===== config.mk =====
export PLATFORM = sky130hd
export DESIGN_NAME = rom_msg_sequencer
export DESIGN_NICKNAME = d
export VERILOG_FILES = /design/src/rtl/msg_pkg.sv /design/src/rtl/rom_msg_sequencer.sv
export SDC_FILE = /design/constraint.sdc
export NUM_CORES = 1
export LEC_CHECK = 0
export BUFFER_PORTS_ARGS = -buffer_cell sky130_fd_sc_hd__buf_4
export CAP_MARGIN = 5
export CORE_UTILIZATION = 50
export DETAILED_ROUTE_END_ITERATION = 12
export GPL_TIMING_DRIVEN = 0
export PLACE_DENSITY = 0.79
export RECOVER_POWER = 100
export SLEW_MARGIN = 40
export SYNTH_ARGS = -nofsm -noshare
export SYNTH_HDL_FRONTEND = slang
export SYNTH_SLANG_ARGS = --single-unit

===== constraint.sdc =====
create_clock -name clk -period 4.3 [get_ports clk]
set_input_delay 0.43 -clock clk [delete_from_list [all_inputs] [get_ports clk]]
set_output_delay 0.43 -clock clk [all_outputs]
set_load 0.01 [all_outputs]

===== src/rtl/msg_pkg.sv =====
// Shared types and constants for the ROM message sequencer.
// No logic; the state enum and the counter-width helper live here.
// Imported by rom_msg_sequencer.
package msg_pkg;

  typedef enum logic [2:0] {
    IDLE  = 3'd0,
    FETCH = 3'd1,
    SEND  = 3'd2,
    GAP   = 3'd3,
    DONE  = 3'd4
  } state_t;

  localparam logic [7:0] ASCII_NUL = 8'h00;

  // Width that holds 0..n-1, but never narrower than one bit.
  function automatic int cnt_width(input int n);
    return ($clog2(n) < 1) ? 1 : $clog2(n);
  endfunction

endpackage


===== src/rtl/rom_msg_sequencer.sv =====
// Walks the message ROM from address 0 and streams each byte on a valid/ready port.
// Latency: start at edge N -> FETCH after N -> tx_valid from edge N+1; 2 cycles/byte when ready is high.
// Backpressure: tx_data/tx_valid hold in SEND until tx_ready; optional idle gap after each byte.
module rom_msg_sequencer
  import msg_pkg::*;
#(
  parameter int ADDR_W      = 4,
  parameter int DATA_W      = 8,
  parameter int MSG_LEN     = 11,
  parameter int GAP_CYCLES  = 0,
  parameter bit STOP_ON_NUL = 1'b1
) (
  input  logic              clk,
  input  logic              rst,
  input  logic              start,
  input  logic              abort,
  output logic [ADDR_W-1:0] rom_addr,
  input  logic [DATA_W-1:0] rom_data,
  output logic [DATA_W-1:0] tx_data,
  output logic              tx_valid,
  input  logic              tx_ready,
  output logic              busy,
  output logic              done
);

  localparam int GAP_W = cnt_width(GAP_CYCLES + 1);

  // Last address of the message; the address counter stops here, it never wraps.
  localparam logic [ADDR_W-1:0] LAST_ADDR = ADDR_W'(MSG_LEN - 1);
  // Final count value in GAP; only meaningful when GAP_CYCLES > 0.
  localparam logic [GAP_W-1:0]  GAP_LAST  = GAP_W'((GAP_CYCLES > 0) ? GAP_CYCLES - 1 : 0);
  localparam logic [DATA_W-1:0] NUL_BYTE  = DATA_W'(ASCII_NUL);

  state_t           state;
  logic [GAP_W-1:0] gap_cnt;

  // Message FSM: every output is a register updated on the edge that leaves a state.
  always_ff @(posedge clk) begin
    if (rst) begin
      state    <= IDLE;
      rom_addr <= '0;
      tx_data  <= '0;
      tx_valid <= 1'b0;
      busy     <= 1'b0;
      done     <= 1'b0;
      gap_cnt  <= '0;
    end else begin
      done <= 1'b0;
      if (abort) begin
        // Cancel wins over everything, including a same-cycle start; no done pulse.
        state    <= IDLE;
        rom_addr <= '0;
        tx_valid <= 1'b0;
        busy     <= 1'b0;
        gap_cnt  <= '0;
      end else begin
        case (state)
          IDLE: begin
            rom_addr <= '0;
            if (start) begin
              state <= FETCH;
              busy  <= 1'b1;
            end
          end
          FETCH: begin
            tx_data <= rom_data;
            if (STOP_ON_NUL && (rom_data == NUL_BYTE)) begin
              // Terminator reached: it is latched but never presented as valid.
              state <= DONE;
            end else begin
              tx_valid <= 1'b1;
              state    <= SEND;
            end
          end
          SEND: begin
            if (tx_valid && tx_ready) begin
              tx_valid <= 1'b0;
              if (rom_addr == LAST_ADDR) begin
                state <= DONE;
              end else begin
                rom_addr <= rom_addr + 1'b1;
                if (GAP_CYCLES > 0) begin
                  gap_cnt <= '0;
                  state   <= GAP;
                end else begin
                  state <= FETCH;
                end
              end
            end
          end
          GAP: begin
            if (gap_cnt == GAP_LAST) begin
              gap_cnt <= '0;
              state   <= FETCH;
            end else begin
              gap_cnt <= gap_cnt + 1'b1;
            end
          end
          DONE: begin
            // done and the busy drop appear together on the first IDLE cycle.
            done     <= 1'b1;
            busy     <= 1'b0;
            rom_addr <= '0;
            state    <= IDLE;
          end
          default: begin
            state    <= IDLE;
            rom_addr <= '0;
            tx_valid <= 1'b0;
            busy     <= 1'b0;
          end
        endcase
      end
    end
  end

endmodule

# After elaboration in Yosys (flattened, before gate mapping)
# Cells that the tools add are included.
# totals
elab_cells	51
register_bits	19
output_inout_bits	15
inputBits	13
# op_classes
mux	16
n_reduce_logical	12
n_bitwise	4
n_addsub	2
n_eq_ne	10
# op_table
operator	count
two-way mux 3 bit	5
one-hot mux 3 bit (4 select lines)	1
!= test 2 bit, second input constant	5
AND reduction 3 bit	3
logical NOT 8 bit	1
two-way mux 4 bit	2
one-hot mux 4 bit (2 select lines)	1
== test 3 x 2 -> 1 bit, second input constant	2
OR reduction 3 bit	2
two-way mux 1 bit	5
adder 4 x 1 -> 4 bit, second input constant	1
== test 4 bit, second input constant	1
inverter 1 bit	4
AND reduction 2 bit	2
OR reduction 2 bit	2
== test 3 x 1 -> 1 bit, second input constant	1
== test 3 bit, second input constant	1
logical NOT 3 bit	1
one-hot mux 1 bit (3 select lines)	1
one-hot mux 1 bit (2 select lines)	1
adder 1 bit, second input constant	1
logical AND 1 bit	1

# Logic depth before layout (Yosys ltp)
# depth
ltp_word	4
ltp_mapped	5

# Worst setup path after synthesis
# Ideal clock, no wire load.
# synth_timing
kind	reg2reg
startpoint	register rom_addr[0]
endpoint	register rom_addr[0]
arrival_time_ns	1.479
path_buffers	0
setup_slack_ns	2.747
setup_time_ns	0.074
stages_incl_launch_ff	6
cell_sequence	dfxtp_1 -> inv_1 -> ha_1 -> and3b_4 -> or4_1 -> a31oi_1
# synth_via
elab_chain_len	4
elab_cells_between_ends	7
classes_between	add/sub: 1; eq/ne: 2; mux: 3; reduce/logical: 1
# synth_rtl
element	line	source
start, declared	rom_msg_sequencer.sv:17	output logic [ADDR_W-1:0] rom_addr,
start signal, assigned	rom_msg_sequencer.sv:81	rom_addr <= rom_addr + 1'b1;
adder 4 x 1 -> 4 bit	rom_msg_sequencer.sv:81	
two-way mux 4 bit	rom_msg_sequencer.sv:78	if (rom_addr == LAST_ADDR) begin
two-way mux 4 bit	rom_msg_sequencer.sv:76	if (tx_valid && tx_ready) begin
one-hot mux 4 bit (2 select lines)	rom_msg_sequencer.sv:57	case (state)
# Parallel ways exist; a longest one is shown, timed or not. The select of a mux whose other input is x is not followed.
# A chain may end at the register's enable or synchronous reset.

# Final worst setup path
# layout_timing
startpoint	register rom_addr[0]
endpoint	register rom_addr[1]
# The elaborated chain is that of the path after synthesis.

==> impl_metrics.tcl <==
set metrics [dict create \
    status "finished, final reports clean" \
    post_cts_buffers 0 \
    relSlewSlack_pct 63.8 \
    whs_path_depth 3 \
    yosys.area.top_type "dfxtp_1" \
    p_per_area_nw_per_um2 277 \
    yosysWarnings 0 \
    p_leak_nw 0.352 \
    cts_resized 0 \
    fillCellCount 150 \
    first_pass_iters 4 \
    power.share.clock_pct 28.8 \
    fin_util_pct 66.6 \
    final_cells 144 \
    pin_count 28 \
    netlist_area_sq_um 838 \
    p_int_uw 217 \
    hold_buffers 0 \
    cp.arrival_ps 1850 \
    drv_cap 0 \
    synth-edff-count 0 \
    p_sw_share_pct 23.8 \
    netlist.area_leader.share_pct 43.0 \
    start_util_pct 54.4 \
    synthCells 98 \
    die_h_microns 42.9 \
    synth_ff_type "dfxtp_1" \
    tightestPinTransition_ps 539 \
    combPwrFrac_pct 10.6 \
    finClkSkew_ps 2.85 \
    drtIter0Drc 21 \
    cp-start-kind "flop" \
    cts_made_buffers 3 \
    synth_nets 113 \
    fin_nets 145 \
    ys_seq_area_share_pct 43.0 \
    critPathKind "flop to flop" \
    grt_start_max_net_pins 11 \
    place_ws_ps 2680 \
    post-route-period-util_pct 37.9 \
    gr-total-overflow 0 \
    rows 14 \
    ys_top_cells_by_area "dfxtp_1, nand2_1, a21oi_1" \
    syn_avg_cell_area_sq_um 8.55 \
    io_buffers 27 \
    grt_setup_unrepaired "no" \
    p_seq_share_pct 60.6 \
    cts_root_buffer "clkbuf_4" \
    vdd_drop_max_v 0.000207 \
    drc 0 \
    die_area_sq_um 1840 \
    async_reset_ff_share_pct 0 \
    finalSetupViolCount 0 \
    area_growth_pct 22.4 \
    p_switching_uw 67.8 \
    synth-seq-cells 18 \
    path_max_fanout 7 \
    grt_pass1_vias 723 \
    clockBufferDepth 2 \
    dp_hpwl_mm 1.49 \
    coreArea_sq_um 1540 \
    yosys.cell_types.count 30 \
    finalHoldViolations 0 \
    required_ps 4520 \
    synthTopCellsByCount "nand2_1, dfxtp_1, a21oi_1, a31oi_1" \
    grt_antenna_before_repair 0 \
    tritoncts "built" \
    diodes 0 \
    vias 819 \
    yosys.cell_count.top_type "nand2_1" \
    routed_wirelength_mm 1.95 \
    drive_gt1_share_pct 14.8 \
    die_w_microns 42.9 \
    r2r_cells 5 \
    layout_min_cycle_time_ps 1630 \
    vias_per_cell 5.69 \
    wl_per_cell_microns 13.5 \
    finalSetupTns_ps 0 \
    drv_slew 0 \
    grt_usage_pct 22.7 \
    grt_pass1_wl_mm 3.19 \
    whs_ps 375 \
    clk_pin_slew_worst_paths_ps 100 \
    min_path_type "input pin to flop" \
    dp_cells 141 \
    clock-sinks 18 \
    finalWorstSetupSlack_ps 2670 \
    insertion_delay_ps 290 \
    fmax_mhz 614 \
    end_kind "flop" \
    place_congestion 0.798 \
    htree_num_levels 1 \
    ant_nets 0 \
]
layout by cell type, fill, tap and decap left out, drive strengths merged, types with 2 or more instances in the layout:
master,n
or4b,2
nor4,2
or4,3
nand3,2
o211ai,3
a31oi,4
clkbuf,22
a21boi,2
dfxtp,18
nand2b,2
a21oi,12
nor2b,3
and3,2
ha,2
nand2,21
buf,12
nor2,3
layer usage:
metal	global-route usage [%]	wire length, microns	up-vias	part of all wire (%)
met5	0	0	-	0
met4	9.09	10	0	0.51
met3	2.55	121	2	6.2
met2	36.4	913	31	47
met1	30.9	904	368	46
li1	-	-	418	-
flip-flops by register name (all words and copies together) (netlist names):
| register | flops |
|---|---|
| tx_data | 8 |
| rom_addr | 4 |
| state | 3 |
| busy | 1 |
| done | 1 |
| tx_valid | 1 |
power by group through the flow:
stage	Sequential [mW]	Clock [mW]	Combinational, mW
6_report	0.172	0.0820	0.0302
2_1_floorplan	0.177	0	0.0134
3_5_place_dp	0.176	0	0.0321
3_3_place_gp	0.176	0	0.0313
4_1_cts	0.172	0.0841	0.0322
5_1_grt	0.173	0.0905	0.0329
logic make-up (layout without fill, tap and decap cells):
kind of cell / Yosys count / count (layout) / synth area share (%)
AOI/OAI and AO/OA: 25 / 25 / 18.4
adders and majority gates: 2 / 2 / 2.98
buffers and inverters: 5 / 35 / 2.54
and+or+nand+nor: 48 / 48 / 33.1
DFF: 18 / 18 / 43.0
critical path, cell delays in order, from the launching register on:
cell	delay [ps]
dfxtp_1	440
inv_1	70
ha_1	190
and3b_4	210
or4_1	470
a31oi_1	180
area by class of cell:
type / count / area [sq um] / share of cell area [%]
plain buffers: 4 / 16.3 / 1.59
flip-flops and latches: 18 / 360 / 35.1
clock buffers: 3 / 22.5 / 2.20
multi-input cells: 75 / 457 / 44.5
inverters: 1 / 3.75 / 0.366
repair buffers: 27 / 146 / 14.3
well taps: 16 / 20.0 / 1.95
per-stage QoR:
step	total power, mW	area, sq um
CTS	0.289	1080
global placement	0.207	1060
floorplan	0.190	838
detailed placement	0.208	1060
finish	0.284	1030
global route	0.296	1030
worst paths after layout:
path                                                 end  slack [ps]                     start
worst max-delay path            rom_addr[1]$_SDFFE_PP0P_        2670  rom_addr[0]$_SDFFE_PP0P_
worst min-delay path                   busy$_SDFFE_PP0P_         370                     start
worst max register to register  rom_addr[1]$_SDFFE_PP0P_        2670  rom_addr[0]$_SDFFE_PP0P_
worst min register to register   tx_data[0]$_SDFFE_PP0P_         460   tx_data[0]$_SDFFE_PP0P_
Power figures use the tool's default switching activity.
